==> config.mk <==
export PLATFORM = sky130hd
export DESIGN_NAME = fixed_bias_add_stream_flat
export DESIGN_NICKNAME = d
export VERILOG_FILES = /design/src/rtl/fixed_bias_add_stream_if.sv /design/src/rtl/fixed_bias_add_stream.sv /design/src/flat_wrapper.sv
export SDC_FILE = /design/constraint.sdc
export NUM_CORES = 1
export LEC_CHECK = 0
export ABC_CLOCK_PERIOD_IN_PS = 4350
export CAP_MARGIN = 20
export CORE_MARGIN = 1.5
export CORE_UTILIZATION = 51
export CTS_CLUSTER_SIZE = 28
export DETAILED_ROUTE_END_ITERATION = 6
export GPL_TIMING_DRIVEN = 1
export PLACE_DENSITY = 0.81
export SLEW_MARGIN = 20
export SYNTH_ARGS = -nofsm -noshare
export SYNTH_HDL_FRONTEND = slang
export SYNTH_SLANG_ARGS = --single-unit
==> constraint.sdc <==
create_clock -name clk -period 4.35 [get_ports clk]
set_clock_uncertainty 0.2 [all_clocks]
set_input_delay 1.0875 -clock clk [delete_from_list [all_inputs] [get_ports clk]]
set_output_delay 1.0875 -clock clk [all_outputs]
set_load 0.03 [all_outputs]
==> src/rtl/fixed_bias_add_stream_if.sv <==
// Stream bundle for the bias-add block: joined data/bias inputs plus the
// back-pressurable result stream.
// Handshake: a beat moves on a rising clk edge where its valid and ready are
// both high. A source keeps valid and payload stable until that edge. Data and
// bias are joined, so neither ready rises unless the partner valid is high.
interface fixed_bias_add_stream_if #(
   parameter int N    = 1,
   parameter int DIP0 = 16,
   parameter int BP0  = 16,
   parameter int DOP0 = 16
);
   logic [N-1:0][DIP0-1:0] data_in;
   logic                   data_in_valid;
   logic                   data_in_ready;
   logic [N-1:0][BP0-1:0]  bias;
   logic                   bias_valid;
   logic                   bias_ready;
   logic [N-1:0][DOP0-1:0] data_out;
   logic                   data_out_valid;
   logic                   data_out_ready;
   logic                   data_out_last;
   // Output-stage occupancy (0 empty, 1 main only, 2 main + skid).
   logic [1:0]             dbg_occ;

   // The block itself.
   modport slave (
      input  data_in, data_in_valid, bias, bias_valid, data_out_ready,
      output data_in_ready, bias_ready, data_out, data_out_valid,
             data_out_last, dbg_occ
   );

   // The surroundings: matmul, bias source and downstream consumer.
   modport master (
      output data_in, data_in_valid, bias, bias_valid, data_out_ready,
      input  data_in_ready, bias_ready, data_out, data_out_valid,
             data_out_last, dbg_occ
   );
endinterface

==> src/rtl/fixed_bias_add_stream.sv <==
// Joins a matmul result stream with a bias stream beat by beat, aligns the
// fixed-point formats, adds, floors, saturates, and presents the result
// through a registered output stage with a one-entry skid buffer. Each beat
// carries a tensor-end tag derived from row/column position counters.
module fixed_bias_add_stream #(
   parameter int DATA_IN_PRECISION_0  = 16,
   parameter int DATA_IN_PRECISION_1  = 3,
   parameter int BIAS_PRECISION_0     = 16,
   parameter int BIAS_PRECISION_1     = 3,
   parameter int DATA_OUT_PRECISION_0 = 16,
   parameter int DATA_OUT_PRECISION_1 = 3,
   parameter int TENSOR_SIZE_DIM_0    = 32,
   parameter int TENSOR_SIZE_DIM_1    = 4,
   parameter int PARALLELISM_DIM_0    = 1,
   parameter int PARALLELISM_DIM_1    = 1
) (
   input logic                       clk,
   input logic                       rst,
   fixed_bias_add_stream_if.slave    io
);

   localparam int DIP0 = DATA_IN_PRECISION_0;
   localparam int DIP1 = DATA_IN_PRECISION_1;
   localparam int BP0  = BIAS_PRECISION_0;
   localparam int BP1  = BIAS_PRECISION_1;
   localparam int DOP0 = DATA_OUT_PRECISION_0;
   localparam int DOP1 = DATA_OUT_PRECISION_1;
   localparam int N    = PARALLELISM_DIM_0 * PARALLELISM_DIM_1;
   localparam int COLS = TENSOR_SIZE_DIM_0 / PARALLELISM_DIM_0;
   localparam int ROWS = TENSOR_SIZE_DIM_1 / PARALLELISM_DIM_1;
   localparam int AL   = DIP1 - BP1;    // bias left shift into data format
   localparam int SH   = DIP1 - DOP1;   // sum right shift into output format
   localparam int SW   = DIP0 + 2;      // sum width
   localparam int CW   = (COLS > 1) ? $clog2(COLS) : 1;
   localparam int RW   = (ROWS > 1) ? $clog2(ROWS) : 1;

   // Saturation bounds expressed at sum width; MIN is the bitwise inverse of MAX.
   localparam logic signed [SW-1:0] MAX_S = SW'(2 ** (DOP0 - 1) - 1);
   localparam logic signed [SW-1:0] MIN_S = ~MAX_S;

   // Parameter sanity: refuse formats the arithmetic cannot represent.
   if (BP1 > DIP1) begin : g_bad_bias_frac
      $error("bias fractional bits exceed data_in fractional bits");
   end
   if (DOP1 > DIP1) begin : g_bad_out_frac
      $error("data_out fractional bits exceed data_in fractional bits");
   end
   if (BP0 > DIP0) begin : g_bad_bias_width
      $error("bias width must not exceed data_in width");
   end
   if (DOP0 > SW - 1) begin : g_bad_out_width
      $error("data_out width must not exceed data_in width + 1");
   end
   if ((TENSOR_SIZE_DIM_0 % PARALLELISM_DIM_0) != 0 ||
       (TENSOR_SIZE_DIM_1 % PARALLELISM_DIM_1) != 0) begin : g_bad_par
      $error("parallelism must divide the tensor dimensions");
   end

   // Occupancy of the output stage; the skid only ever holds a beat behind main.
   typedef enum logic [1:0] {
      OCC_EMPTY = 2'd0,
      OCC_MAIN  = 2'd1,
      OCC_FULL  = 2'd2
   } occ_e;

   occ_e occ, occ_nx;
   logic ld_main_new, ld_main_skid, ld_skid;

   logic                   skid_full;
   logic                   accept;
   logic [N-1:0][DOP0-1:0] beat_data;
   logic                   beat_last;
   logic [N-1:0][DOP0-1:0] main_data, skid_data;
   logic                   main_last, skid_last;
   logic [CW-1:0]          col_cnt;
   logic [RW-1:0]          row_cnt;

   // Align, add, floor and saturate one lane.
   function automatic logic [DOP0-1:0] lane_op(input logic [DIP0-1:0] d,
                                               input logic [BP0-1:0]  b);
      logic signed [DIP0:0]  b_al;
      logic signed [SW-1:0]  sum;
      logic signed [SW-1:0]  shd;
      b_al = $signed({{(DIP0 + 1 - BP0){b[BP0-1]}}, b}) <<< AL;
      sum  = $signed({{2{d[DIP0-1]}}, d}) + $signed({b_al[DIP0], b_al});
      shd  = sum >>> SH;
      if (shd > MAX_S) begin
         lane_op = MAX_S[DOP0-1:0];
      end else if (shd < MIN_S) begin
         lane_op = MIN_S[DOP0-1:0];
      end else begin
         lane_op = shd[DOP0-1:0];
      end
   endfunction

   assign skid_full        = (occ == OCC_FULL);
   assign accept           = io.data_in_valid & io.bias_valid & ~skid_full & ~rst;
   assign io.data_in_ready = io.bias_valid & ~skid_full & ~rst;
   assign io.bias_ready    = io.data_in_valid & ~skid_full & ~rst;
   assign beat_last        = (col_cnt == CW'(COLS - 1)) && (row_cnt == RW'(ROWS - 1));

   assign io.data_out       = main_data;
   assign io.data_out_last  = main_last;
   assign io.data_out_valid = (occ != OCC_EMPTY);
   assign io.dbg_occ        = occ;

   // Result of the beat currently offered on the inputs, all lanes.
   always_comb begin
      beat_data = '0;
      for (int j = 0; j < N; j++) begin
         beat_data[j] = lane_op(io.data_in[j], io.bias[j]);
      end
   end

   // Occupancy state register.
   always_ff @(posedge clk) begin
      if (rst) begin
         occ <= OCC_EMPTY;
      end else begin
         occ <= occ_nx;
      end
   end

   // Next occupancy and which register loads what; skid always drains first.
   always_comb begin
      occ_nx       = occ;
      ld_main_new  = 1'b0;
      ld_main_skid = 1'b0;
      ld_skid      = 1'b0;
      case (occ)
         OCC_EMPTY: begin
            if (accept) begin
               ld_main_new = 1'b1;
               occ_nx      = OCC_MAIN;
            end
         end
         OCC_MAIN: begin
            if (accept && io.data_out_ready) begin
               ld_main_new = 1'b1;
            end else if (accept) begin
               ld_skid = 1'b1;
               occ_nx  = OCC_FULL;
            end else if (io.data_out_ready) begin
               occ_nx = OCC_EMPTY;
            end
         end
         OCC_FULL: begin
            if (io.data_out_ready) begin
               ld_main_skid = 1'b1;
               occ_nx       = OCC_MAIN;
            end
         end
         default: occ_nx = OCC_EMPTY;
      endcase
   end

   // Main and skid payload registers; the last tag travels with its beat.
   always_ff @(posedge clk) begin
      if (rst) begin
         main_data <= '0;
         main_last <= 1'b0;
         skid_data <= '0;
         skid_last <= 1'b0;
      end else begin
         if (ld_main_new) begin
            main_data <= beat_data;
            main_last <= beat_last;
         end else if (ld_main_skid) begin
            main_data <= skid_data;
            main_last <= skid_last;
         end
         if (ld_skid) begin
            skid_data <= beat_data;
            skid_last <= beat_last;
         end
      end
   end

   // Tensor position of the next accepted beat.
   always_ff @(posedge clk) begin
      if (rst) begin
         col_cnt <= '0;
         row_cnt <= '0;
      end else if (accept) begin
         if (col_cnt == CW'(COLS - 1)) begin
            col_cnt <= '0;
            if (row_cnt == RW'(ROWS - 1)) begin
               row_cnt <= '0;
            end else begin
               row_cnt <= row_cnt + 1'b1;
            end
         end else begin
            col_cnt <= col_cnt + 1'b1;
         end
      end
   end

endmodule

==> src/flat_wrapper.sv <==
// flat-port wrapper written by rule: the top's interface ports become plain ports
module fixed_bias_add_stream_flat 
#(
   parameter int DATA_IN_PRECISION_0  = 16,
   parameter int DATA_IN_PRECISION_1  = 3,
   parameter int BIAS_PRECISION_0     = 16,
   parameter int BIAS_PRECISION_1     = 3,
   parameter int DATA_OUT_PRECISION_0 = 16,
   parameter int DATA_OUT_PRECISION_1 = 3,
   parameter int TENSOR_SIZE_DIM_0    = 32,
   parameter int TENSOR_SIZE_DIM_1    = 4,
   parameter int PARALLELISM_DIM_0    = 1,
   parameter int PARALLELISM_DIM_1    = 1
)
  (clk, rst, io_data_in, io_data_in_valid, io_bias, io_bias_valid, io_data_out_ready, io_data_in_ready, io_bias_ready, io_data_out, io_data_out_valid, io_data_out_last, io_dbg_occ);
  fixed_bias_add_stream_if #(.N(1), .DIP0(16), .BP0(16), .DOP0(16)) io_i ();
  input logic clk;
  input logic rst;
  input wire logic [$bits(io_i.data_in)-1:0] io_data_in;
  input wire logic [$bits(io_i.data_in_valid)-1:0] io_data_in_valid;
  input wire logic [$bits(io_i.bias)-1:0] io_bias;
  input wire logic [$bits(io_i.bias_valid)-1:0] io_bias_valid;
  input wire logic [$bits(io_i.data_out_ready)-1:0] io_data_out_ready;
  output wire logic [$bits(io_i.data_in_ready)-1:0] io_data_in_ready;
  output wire logic [$bits(io_i.bias_ready)-1:0] io_bias_ready;
  output wire logic [$bits(io_i.data_out)-1:0] io_data_out;
  output wire logic [$bits(io_i.data_out_valid)-1:0] io_data_out_valid;
  output wire logic [$bits(io_i.data_out_last)-1:0] io_data_out_last;
  output wire logic [$bits(io_i.dbg_occ)-1:0] io_dbg_occ;
  assign io_i.data_in = io_data_in;
  assign io_i.data_in_valid = io_data_in_valid;
  assign io_i.bias = io_bias;
  assign io_i.bias_valid = io_bias_valid;
  assign io_i.data_out_ready = io_data_out_ready;
  assign io_data_in_ready = io_i.data_in_ready;
  assign io_bias_ready = io_i.bias_ready;
  assign io_data_out = io_i.data_out;
  assign io_data_out_valid = io_i.data_out_valid;
  assign io_data_out_last = io_i.data_out_last;
  assign io_dbg_occ = io_i.dbg_occ;
  fixed_bias_add_stream #(.DATA_IN_PRECISION_0(DATA_IN_PRECISION_0), .DATA_IN_PRECISION_1(DATA_IN_PRECISION_1), .BIAS_PRECISION_0(BIAS_PRECISION_0), .BIAS_PRECISION_1(BIAS_PRECISION_1), .DATA_OUT_PRECISION_0(DATA_OUT_PRECISION_0), .DATA_OUT_PRECISION_1(DATA_OUT_PRECISION_1), .TENSOR_SIZE_DIM_0(TENSOR_SIZE_DIM_0), .TENSOR_SIZE_DIM_1(TENSOR_SIZE_DIM_1), .PARALLELISM_DIM_0(PARALLELISM_DIM_0), .PARALLELISM_DIM_1(PARALLELISM_DIM_1)) u_core (.clk(clk), .rst(rst), .io(io_i));
endmodule
* Word-level counts from Yosys, hierarchy flattened *
Cells that the tools add are included.
Widths: inputs -> output; s select.

word-level totals
  register bits = 43
  input port bits = 37
  output and inout bits = 22
  logic and storage cells = 57

operators by class
  muxes and demuxes = 21
  $lt $le $gt $ge = 2
  add/subtract/negate cells = 3
  reduce and logical (&&, ||, !) cells = 7
  bitwise operators = 9
  equality and inequality tests = 8

operators with widths
  kind                  count
  $mux 16               4
  $gt 18x16->1 const B  1
  $lt 18x16->1 const B  1
  $add 16x16->17        1
  $mux 2                6
  $mux 1                8
  $and 1x1->1           7
  $pmux 2 s3            1
  $add 5x1->5 const B   1
  $eq 5x5->1 const B    1
  $mux 5                1
  $eq 2x2->1 const B    2
  $ne 2x2->1 const B    2
  $reduce_and 4->1      1
  $reduce_bool 2->1     2
  $ne 3x2->1 const B    1
  $add 2x1->2 const B   1
  $eq 2x1->1 const B    1
  $logic_and 1x1->1     2
  $logic_not 2->1       1
  $ne 2x1->1 const B    1
  $not 1->1             2
  $pmux 1 s2            1
  $reduce_and 2->1      1

* Longest topological paths before layout *
Gate-level depths: netlist (run 1).

  depth after elaboration = 8
  depth in mapped cells = 13
  gate-level depth less buffers = 11

* Worst setup path before layout (run 1) *
Ideal clock, no wire load.

  kind = input to register
  from = input port io_bias[0]
  to = register u_core.skid_data[14] in the netlist's numbering
  path buffers = 2
  data arrival time = 3.138 ns
  library setup time = 0.079 ns
  path slack = 0.933 ns
  data required time = 4.071 ns
  cell stages on the path = 13
  path through = ha_1 -> inv_1 -> fa_1 -> nand2b_1 -> a21oi_1 -> o31a_1 -> nor4_1 -> nor3_1 -> a22o_1 -> buf_6 -> nor2_4 -> buf_6 -> a22oi_1

between the ends
  word-level cells in the longest chain between the ends = 4
  elaborated cells between the ends (all ways) = 5
  classes of those cells = 1 x add/sub; 2 x order compare; 2 x mux

RTL lines
  what                  line                          text
  start, declared       flat_wrapper.sv:21            input wire logic [$bits(io_i.bias)-1:0] io_bias;
  $add 16x16->17 (*)    fixed_bias_add_stream.sv:85   sum = $signed({{2{d[DIP0-1]}}, d}) + $signed({b_al[DIP0], b_al});
  $lt 18x16->1          fixed_bias_add_stream.sv:89   end else if (shd < MIN_S) begin
  $mux 16               fixed_bias_add_stream.sv:89
  $mux 16 (*)           fixed_bias_add_stream.sv:87   if (shd > MAX_S) begin
  end signal, assigned  fixed_bias_add_stream.sv:173  skid_data <= beat_data;
  end, declared         fixed_bias_add_stream.sv:73   logic [N-1:0][DOP0-1:0] main_data, skid_data;

Mark *: on every way between the ends. The rest lies on a longest branch, timed or not.
A chain may end at the register's enable or synchronous reset.

* Final worst setup path (run 1) *
  from = input port io_bias[0]
  to = register u_core.main_data (netlist bit u_core.io.data_out[12])

between the ends
  word-level cells in the longest chain between the ends = 5
  elaborated cells between the ends (all ways) = 6
  classes of those cells = 1 x add/sub; 2 x order compare; 3 x mux

RTL lines
  what                  line                          text
  $add 16x16->17 (*)    fixed_bias_add_stream.sv:85
  $lt 18x16->1          fixed_bias_add_stream.sv:89
  $mux 16               fixed_bias_add_stream.sv:89
  $mux 16 (*)           fixed_bias_add_stream.sv:87
  $mux 16 (*)           fixed_bias_add_stream.sv:165  if (ld_main_new) begin
  end signal, assigned  fixed_bias_add_stream.sv:166  main_data <= beat_data;
  end signal, assigned  fixed_bias_add_stream.sv:169  main_data <= skid_data;
  end, declared         fixed_bias_add_stream.sv:73

Marks and branches as above.

==> run_results.csv, run 1 <==
group,metric,value,unit
outcome,outcome,"completed",
timing,setup_tns,0,ns
yosys,synth_edf_count,0,
placement,place_hpwl,5010,um
floorplanning,std_cell_rows,26,
drt,wl_per_cell,14.5,um
worst_setup_path,arrival,4.02,ns
cts,tritoncts,"built",
cts,ctsHtreeMaxLevel,2,
worst_setup_path,r2r_cells,8,
yosys,synth_cells,325,
drt,finalWirelength,6560,um
worst_setup_path,crit_fanout,9,
yosys,ys_types,50,
cts,clk_latency,0.29,ns
placement,io_buffer_count,58,
yosys,yosysMostFrequentCell,"dfxtp_1",
layout,antennaDiodeCount,0,
yosys,synth_nets,382,
grt,grt_pass1_wl,10900,um
floorplanning,core_area,0.00517,mm^2
timing,setup_viol,0,
cts,clockRootBuffer,"clkbuf_8",
yosys,syn_area_per_cell,8.50,um^2
cts,cts_hold_buf,0,
layout,post_route_cells_drive_above_1_share,10.5,%
timing,relSlewSlack,43.1,%
timing,finalWorstSetupSlack,0.328,ns
yosys,ys_top_cells_by_area,"dfxtp_1 31%, ha_1 8.6%, mux2i_1 5.1%, a21oi_1 4.5%, nand2_1 4.5%",
pwr,finalPower,1.00,mW
flow_run,cap_violations,0,
timing,hold_viol_final,0,
cts,cts_sinks,43,
min_path,hold_path_depth,2,
grt,globalRouteTotalUtil,22.8,%
cts,post_cts_buffers,0,
drt,postRouteAntennaNets,0,
worst_setup_path,critPathKind,"input port to flip-flop",
grt,antenna_found_initial,0,
pwr,power_density,286,mW/mm^2
drt,drtIter0Drc,129,
cts,cts.clk_slew.worst_paths,0.08,ns
cts,cts_resized,0,
yosys,seq_area_frac_synth,31.2,%
timing,layout_min_cycle_time,4.02,ns
yosys,yosysTopAreaCellShare,31.2,%
timing,fin_crit_sh,92.5,%
layout,nets,438,
drt,drc_errors,0,
pwr,worst_ir_drop_vdd,0.000175,V
floorplanning,ios,59,
timing,grt_setup_unrepaired,"no",
drt,vias,2623,
drt,vias_per_cell,5.80,
worst_setup_path,end_kind,"flip-flop",
yosys,syn_area,0.00276,mm^2
yosys,synthArstFlopShare,0,%
pwr,p_leak,1.50,nW
grt,grt_pass1_vias,2446,
grt,grt_max_degree,24,
floorplanning,die-width,76.6,um
yosys,synth_common_cells,"43 x dfxtp_1, 33 x nand2_1, 25 x a21oi_1",
yosys,yosys_warnings,0,
yosys,yosysTopAreaCell,"dfxtp_1",
cts,cts_buffer_depth,2,
yosys,ys_ff_latch,43,
worst_setup_path,worstPathRequired,4.35,ns
floorplanning,die_area,0.00587,mm^2
timing,tightest_slew,0.853,ns
placement,gp_congestion,0.874,
timing,slew_viol_final,0,
floorplanning,die_y,76.6,um
layout,syn_to_final_growth,26.7,%
grt,grt.overflow.total,0,
floorplanning,initial_core_util,53.4,%
cts,numCtsBuffers,5,
drt,drt_first_pass_iters,5,
min_path,hold_class,"flip-flop to flip-flop",
placement,place_ws,0.0475,ns
timing,max_freq,0.249,GHz
yosys,synth_ff_type,"dfxtp_1",
worst_setup_path,crit_path_start_kind,"input port",
==> stage by stage <==
step                area, um^2  hold slack, ns  cells  utilization [%]
floorplan                 2760           0.237    325                -
global placement          3400           0.245    444             65.7
detailed placement        3400           0.251    444             65.7
CTS                       3500           0.262    452             67.7
global route              3500           0.276    452             67.7
finish                    3500           0.259    452             67.7
==> kinds of logic after synthesis <==
kind of cell             after synthesis  share of synthesized area (%)
multiplexers                          19                           7.11
flip-flops                            43                           31.2
buffers and inverters                 27                           4.66
AND/OR/NAND/NOR                      103                           18.8
XOR/XNOR                              11                           3.49
AO/OA/AOI/OAI                        102                           25.4
adder cells (fa/ha/maj)               20                           9.33
==> critical path: stages <==
cell and delay, ns:
clkdlybuf4s50_1 0.46, ha_1 0.18, inv_1 0.06, fa_1 0.37, nand2b_1 0.22, a21oi_1 0.20, o31a_1 0.19, nor4_1 0.07
nor3_1 0.28, a22o_1 0.46, nor2_4 0.13, a221oi_2 0.30
==> final cells by class <==
cell class	count	area, um^2
clock inverters	1	7.51
repair buffers	66	638
multi-input cells	255	1770
fillers	425	1670
clock buffers	7	96.3
flip-flops and latches	43	861
inverters	10	37.5
well taps	70	87.6
==> state kept, by name (all words and copies together) (netlist names) <==
name / flops
u_core.skid_last: 1
u_core.col_cnt: 5
u_core.row_cnt: 2
u_core.io.data_out_last: 1
u_core.io.dbg_occ: 2
u_core.skid_data: 16
u_core.io.data_out: 16
==> layer usage <==
layer  part of all wire [%]  vias to the layer above  GRT usage [%]  wire, um
met5                      0                        -              0         0
met4                   0.96                        0           7.04        63
met3                    3.4                        8           4.67       222
met2                     49                       59           38.9      3240
met1                     46                     1240           28.9      3030
li1                       -                     1316              -         -
==> path summary, 6_finish.rpt <==
path / startpoint / to / slack [ns]
worst max-delay path: io_bias[0] / u_core.io.data_out[12] / 0.33
worst max register to register: u_core.io.dbg_occ[1] / u_core.io.data_out[12] / 1.60
worst min-delay path: u_core.skid_data[12] / u_core.skid_data[12] / 0.26
worst min register to register: u_core.skid_data[12] / u_core.skid_data[12] / 0.26
==> report_power, final <==
part / total [mW] / internal [mW] / switching (mW)
Combinational: 0.308 / 0.133 / 0.174
Clock: 0.281 / 0.145 / 0.137
Sequential: 0.412 / 0.405 / 0.00723
Total: 1.00 / 0.683 / 0.318
==> cell usage in the layout, fill, tap and decap left out, drive strengths merged, types with 7 or more instances in the layout <==
| cell | synthesis | layout |
|---|---|---|
| a211oi | 14 | 14 |
| a21oi | 25 | 25 |
| a22oi | 12 | 12 |
| buf | 6 | 9 |
| clkbuf | 11 | 7 |
| clkdlybuf4s50 | 0 | 57 |
| dfxtp | 43 | 43 |
| ha | 19 | 19 |
| inv | 10 | 10 |
| mux2i | 14 | 14 |
| nand2 | 34 | 34 |
| nand3 | 17 | 17 |
| nor2 | 19 | 19 |
| nor3 | 8 | 8 |
| o21ai | 23 | 23 |
| xnor2 | 9 | 9 |
No activity file was read; power rests on OpenSTA's default activity.
==> run 2: changes to the inputs <==
--- a/config.mk
+++ b/config.mk
@@ -5,14 +5,15 @@
 export SDC_FILE = /design/constraint.sdc
 export NUM_CORES = 1
 export LEC_CHECK = 0
+export ABC_AREA = 1
 export ABC_CLOCK_PERIOD_IN_PS = 4350
 export CAP_MARGIN = 20
 export CORE_MARGIN = 1.5
-export CORE_UTILIZATION = 51
+export CORE_UTILIZATION = 53
 export CTS_CLUSTER_SIZE = 28
 export DETAILED_ROUTE_END_ITERATION = 6
 export GPL_TIMING_DRIVEN = 1
-export PLACE_DENSITY = 0.81
+export PLACE_DENSITY = 0.82
 export SLEW_MARGIN = 20
 export SYNTH_ARGS = -nofsm -noshare
 export SYNTH_HDL_FRONTEND = slang
==> run 2 against run 1 <==
Net effect: synthesized area increased by 17%; synthesized cell count increased by 50%; via count grew 18%; global-route usage about the same.
==> run_results.csv, run 2 <==
group,metric,value,unit
pwr,worst_ir_drop_vdd,0.000192,V
worst_setup_path,cpMostUsedCell,"clkdlybuf4s50_1",
cts,cts.clk_slew.worst_paths,0.07,ns
pwr,power_density,278,mW/mm^2
yosys,synth_edf_count,0,
worst_setup_path,crit_path_start_kind,"input port",
floorplanning,die_area,0.00656,mm^2
drt,postRouteAntennaNets,0,
worst_setup_path,cpLargestDelayFamily,"buffers and inverters",
worst_setup_path,worstPathCellList,"clkdlybuf4s50_1 -> nand2_1 -> nor2_1 -> clkdlybuf4s50_1",
yosys,synth_ff_type,"dfxtp_1",
layout,final_common_cell,"nand2_1",
yosys,yosysTopAreaCell,"dfxtp_1",
cts,cts_buffer_depth,2,
cts,numCtsBuffers,5,
cts,cts_hold_buf,0,
cts,cts_resized,0,
layout,multi_input_area,0.00193,mm^2
drt,drtIter0Drc,194,
yosys,ys_types,41,
placement,gp_congestion,0.868,
timing,relSlewSlack,66.2,%
yosys,synth_nets,545,
timing,slew_viol_final,0,
drt,vias,3085,
floorplanning,die_y,81.0,um
grt,antenna_found_initial,0,
grt,grt.overflow.total,0,
timing,layout_min_cycle_time,3.71,ns
timing,setup_tns,0,ns
cts,clockRootBuffer,"clkbuf_8",
layout,nets,599,
layout,layout_common_cells,"188 x nand2_1, 70 x inv_1, 58 x clkdlybuf4s50_1",
cts,tritoncts,"built",
outcome,outcome,"completed",
worst_setup_path,critPathMaxStageDelay,0.67,ns
drt,wl_per_cell,11.1,um
timing,max_freq,0.269,GHz
cts,post_cts_buffers,0,
timing,grt_setup_unrepaired,"no",
worst_setup_path,critical_path.slowest_cell,"clkdlybuf4s50_1",
layout,regArea,861,um^2
cts,ctsHtreeMaxLevel,2,
min_path,hold_class,"flip-flop to flip-flop",
worst_setup_path,arrival,2.43,ns
drt,top_layer,"met4",
worst_setup_path,r2r_cells,11,
min_path,hold_path_depth,2,
worst_setup_path,worstPathRequired,3.06,ns
timing,fin_crit_sh,85.4,%
timing,tightest_slew,0.507,ns
floorplanning,initial_core_util,54.8,%
worst_setup_path,crit_buf_inv,2,
drt,dr_wl_met3,303,um
worst_setup_path,path_depth,4,
drt,finalWirelength,6860,um
pwr,p_leak,2.01,nW
worst_setup_path,critPathKind,"input port to output pin",
timing,setup_viol,0,
grt,grt_pass1_wl,12000,um
flow_run,cap_violations,0,
yosys,synth_common_cells,"188 x nand2_1, 70 x inv_1, 43 x dfxtp_1",
yosys,synthArstFlopShare,0,%
floorplanning,std_cell_rows,28,
floorplanning,die-width,81.0,um
placement,io_buffer_count,58,
timing,hold_viol_final,0,
yosys,syn_area,0.00322,mm^2
layout,finalNonFillerCells,617,
layout,syn_to_final_growth,20.1,%
layout,n_fill_cell,518,
drt,drt_first_pass_iters,5,
drt,wl_met2,3450,um
cts,clk_latency,0.29,ns
yosys,ys_ff_latch,43,
grt,grt_pass1_vias,2865,
placement,place_inst,610,
worst_setup_path,crit_fanout,2,
layout,post_route_cells_drive_above_1_share,11.3,%
floorplanning,ios,59,
drt,drc_errors,0,
placement,place_hpwl,5260,um
layout,antennaDiodeCount,0,
yosys,syn_area_per_cell,6.60,um^2
drt,vias_per_cell,5.00,
yosys,synth_cells,488,
grt,globalRouteTotalUtil,22.8,%
floorplanning,core_area,0.00589,mm^2
drt,met1_length,3020,um
cts,cts_sinks,43,
yosys,seq_area_frac_synth,26.7,%
yosys,yosysTopAreaCellShare,26.7,%
worst_setup_path,end_kind,"output pin",
yosys,yosys_warnings,0,
yosys,ys_top_cells_by_area,"dfxtp_1 27%, nand2_1 22%, inv_1 8.2%, ha_1 7.4%, nand2_4 4.5%",
grt,grt_max_degree,31,
yosys,yosysMostFrequentCell,"nand2_1",
-- run 2: cell count changes after synthesis, moves of 8 or more --
cell / before / now
o21ai_0: 22 / 5
a22oi_1: 12 / 0
mux2i_1: 14 / 0
clkbuf_1: 11 / 3
nand2_1: 33 / 188
inv_1: 10 / 70
nand2_4: 0 / 13
nand2_2: 1 / 18
nand3_1: 14 / 28
a31oi_1: 5 / 15
a211oi_1: 14 / 0
a21oi_1: 25 / 7
-- run 2: area by class of cell --
class	instances	area share, %
well taps	75	2.42
clock buffers	6	1.87
inverters	77	7.47
repair buffers	60	15.4
clock inverters	1	0.776
flip-flops and latches	43	22.2
multi-input cells	355	49.8
-- run 2: layer usage --
layer  up-vias  track usage, %
li1       1624               -
met1      1387            26.8
met2        66            43.3
met3         8            3.48
met4         0            5.17
met5         -               0
-- run 2: path summary, 6_finish.rpt --
check                                             end            startpoint  slack, ns
worst max-delay path                 io_data_in_ready         io_bias_valid       0.64
worst min-delay path              u_core.skid_data[8]   u_core.skid_data[8]       0.25
worst max register to register  u_core.io.data_out[1]  u_core.io.dbg_occ[0]       2.09
worst min register to register    u_core.skid_data[8]   u_core.skid_data[8]       0.25
-- run 2: worst register-to-register path: cells and delay by family (launching register included) --
| family | cells | cell delay, ns |
|---|---|---|
| buffers and inverters | 3 | 0.60 |
| flip-flops | 1 | 0.34 |
| AND/OR/NAND/NOR | 8 | 1.03 |
-- run 2: report_power, final --
| group | internal (mW) | switching [mW] | leakage [nW] | total [mW] |
|---|---|---|---|---|
| Combinational | 0.143 | 0.222 | 1.61 | 0.365 |
| Clock | 0.168 | 0.132 | 0.0513 | 0.300 |
| Sequential | 0.404 | 0.00578 | 0.349 | 0.410 |
| Total | 0.716 | 0.359 | 2.01 | 1.08 |
-- run 2: through the flow --
step           worst slack (ns)  hold slack (ns)  total power [mW]  utilization, %  cell area [um^2]
2_1_floorplan              1.20            0.226             0.703               -              3220
3_3_place_gp              0.635            0.236             0.774            64.0              3770
3_5_place_dp              0.585            0.239             0.782            64.0              3770
4_1_cts                   0.628            0.255              1.08            65.8              3870
5_1_grt                   0.577            0.267              1.14            65.8              3870
6_report                  0.637            0.252              1.08            65.8              3870
-- run 2: cells by family (layout without fill, tap and decap cells) --
logic type	after synthesis	after routing	synth area share (%)
AOI/OAI and AO/OA	39	39	8.00
xor gates and xnor gates	9	9	2.45
adders and majority gates	20	20	8.00
buffers and inverters	90	144	13.4
DFF	43	43	26.7
and+or+nand+nor	287	287	41.4
==> run 3: changes to the inputs <==
--- a/config.mk
+++ b/config.mk
@@ -10,10 +10,10 @@
 export CAP_MARGIN = 20
 export CORE_MARGIN = 1.5
 export CORE_UTILIZATION = 53
-export CTS_CLUSTER_SIZE = 28
+export CTS_CLUSTER_SIZE = 20
 export DETAILED_ROUTE_END_ITERATION = 6
 export GPL_TIMING_DRIVEN = 1
-export PLACE_DENSITY = 0.82
+export PLACE_DENSITY = 0.91
 export SLEW_MARGIN = 20
 export SYNTH_ARGS = -nofsm -noshare
 export SYNTH_HDL_FRONTEND = slang
==> run 3 against run 2 <==
Net effect: die area did not move; fmax decreased by 0.62%; power decreased by 1.5%; critical endpoint unchanged; utilization barely moved; register-to-register slack lost 0.03 ns.
==> run_results.csv, run 3 (synthesized netlist as in run 2, its figures left out) <==
group,metric,value,unit
outcome,outcome,"completed",
cts,clockRootBuffer,"clkbuf_8",
worst_setup_path,critPathMaxStageDelay,0.68,ns
worst_setup_path,reg2reg_slack,2.06,ns
min_path,whs_endpoint,"u_core.skid_data[2]",
timing,tightest_slew,0.501,ns
placement,gp_congestion,0.904,
worst_setup_path,cpMostUsedCell,"clkdlybuf4s50_1",
cts,cts_resized,0,
layout,final_area,0.00387,mm^2
layout,nets,599,
floorplanning,die_area,0.00656,mm^2
pwr,worst_ir_drop_vdd,0.000160,V
worst_setup_path,end_kind,"output pin",
cts,post_cts_buffers,0,
grt,grt_pass1_vias,2977,
cts,ctsHtreeMaxLevel,2,
worst_setup_path,r2r_end,"u_core.io.data_out[11]",
floorplanning,std_cell_rows,28,
floorplanning,die-width,81.0,um
grt,globalRouteTotalUtil,23.1,%
pwr,p_leak,2.01,nW
layout,regArea,861,um^2
timing,fin_crit_sh,85.9,%
min_path,hold_class,"flip-flop to flip-flop",
drt,drc_errors,0,
layout,post_route_cells_drive_above_1_share,11.4,%
worst_setup_path,arrival,2.45,ns
drt,postRouteAntennaNets,0,
layout,multi_input_area,0.00193,mm^2
timing,slew_viol_final,0,
layout,final_common_cell,"nand2_1",
timing,setup_viol,0,
worst_setup_path,r2r_start,"u_core.io.dbg_occ[0]",
worst_setup_path,crit_path_start_kind,"input port",
cts,clk_latency,0.30,ns
cts,numCtsBuffers,5,
placement,place_area,0.00377,mm^2
layout,layout_common_cells,"188 x nand2_1, 70 x inv_1, 58 x clkdlybuf4s50_1",
worst_setup_path,critical_path.slowest_cell,"clkdlybuf4s50_1",
placement,place_hpwl,5580,um
worst_setup_path,worstPathCellList,"clkdlybuf4s50_1 -> nand2_1 -> nor2_1 -> clkdlybuf4s50_1",
floorplanning,core_area,0.00589,mm^2
layout,final_util,65.7,%
worst_setup_path,crit_fanout,2,
cts,tritoncts,"built",
cts,cts.clk_slew.worst_paths,0.08,ns
drt,finalWirelength,7340,um
timing,grt_setup_unrepaired,"no",
grt,antenna_found_initial,0,
grt,grt_max_degree,31,
worst_setup_path,startpoint,"io_bias_valid",
timing,whs,0.255,ns
drt,vias_per_cell,5.14,
floorplanning,die_y,81.0,um
floorplanning,initial_core_util,54.8,%
floorplanning,ios,59,
cts,cts_buffer_depth,2,
timing,hold_viol_final,0,
grt,grt.overflow.total,0,
drt,drtIter0Drc,248,
cts,cts_hold_buf,0,
drt,drt_first_pass_iters,4,
layout,n_fill_cell,494,
timing,max_freq,0.268,GHz
drt,wl_per_cell,11.9,um
worst_setup_path,r2r_cells,11,
layout,syn_to_final_growth,20.0,%
flow_run,cap_violations,0,
cts,cts_sinks,43,
layout,antennaDiodeCount,0,
worst_setup_path,worstPathRequired,3.06,ns
timing,setup_tns,0,ns
min_path,hp-start,"u_core.skid_data[2]",
drt,vias,3179,
pwr,power_density,274,mW/mm^2
timing,layout_min_cycle_time,3.74,ns
placement,place_inst,610,
layout,finalNonFillerCells,618,
grt,grt_pass1_wl,12000,um
worst_setup_path,critPathKind,"input port to output pin",
placement,io_buffer_count,58,
timing,relSlewSlack,66.6,%
min_path,hold_path_depth,2,
==> run 3: worst max-delay path, delay by kind of cell <==
kind / cells / cell delay (ns)
buffers and inverters: 2 / 1.20
and+or+nand+nor: 2 / 0.16
==> run 3: how the worst max path moves through the flow <==
stage | to | cells past startpoint
2_1_floorplan | io_data_in_ready | 3
6_report | io_data_in_ready | 4
5_1_grt | io_data_in_ready | 4
3_3_place_gp | io_data_in_ready | 4
4_1_cts | io_data_in_ready | 4
3_5_place_dp | u_core.io.data_out[11] | 18
==> run 3: per-stage QoR <==
| stage | total power [mW] | setup WS (ns) |
|---|---|---|
| final | 1.06 | 0.614 |
| after global routing | 1.11 | 0.537 |
| after CTS | 1.06 | 0.594 |
| after detailed placement | 0.785 | 0.553 |
| after global placement | 0.773 | 0.637 |
| after floorplan | 0.703 | 1.20 |
==> run 3: layout make-up <==
class | count | share of cell area [%]
Sequential cell | 43 | 22.3
Inverter | 77 | 7.47
Multi-Input combinational cell | 355 | 49.9
Timing Repair Buffer | 60 | 15.4
Tap cell | 75 | 2.43
Clock buffer | 8 | 2.59
==> run 3: layer usage <==
layer	vias to the layer above	wire length [um]	track usage, %
li1	1621	-	-
met1	1440	3110	26.2
met2	98	3740	42.8
met3	20	325	3.37
met4	0	169	9.83
met5	-	0	0
==> run 3: power breakdown <==
group          switching, mW  total, mW  internal, mW
logic                  0.224      0.368         0.144
registers            0.00651      0.411         0.404
clock network          0.135      0.280         0.145
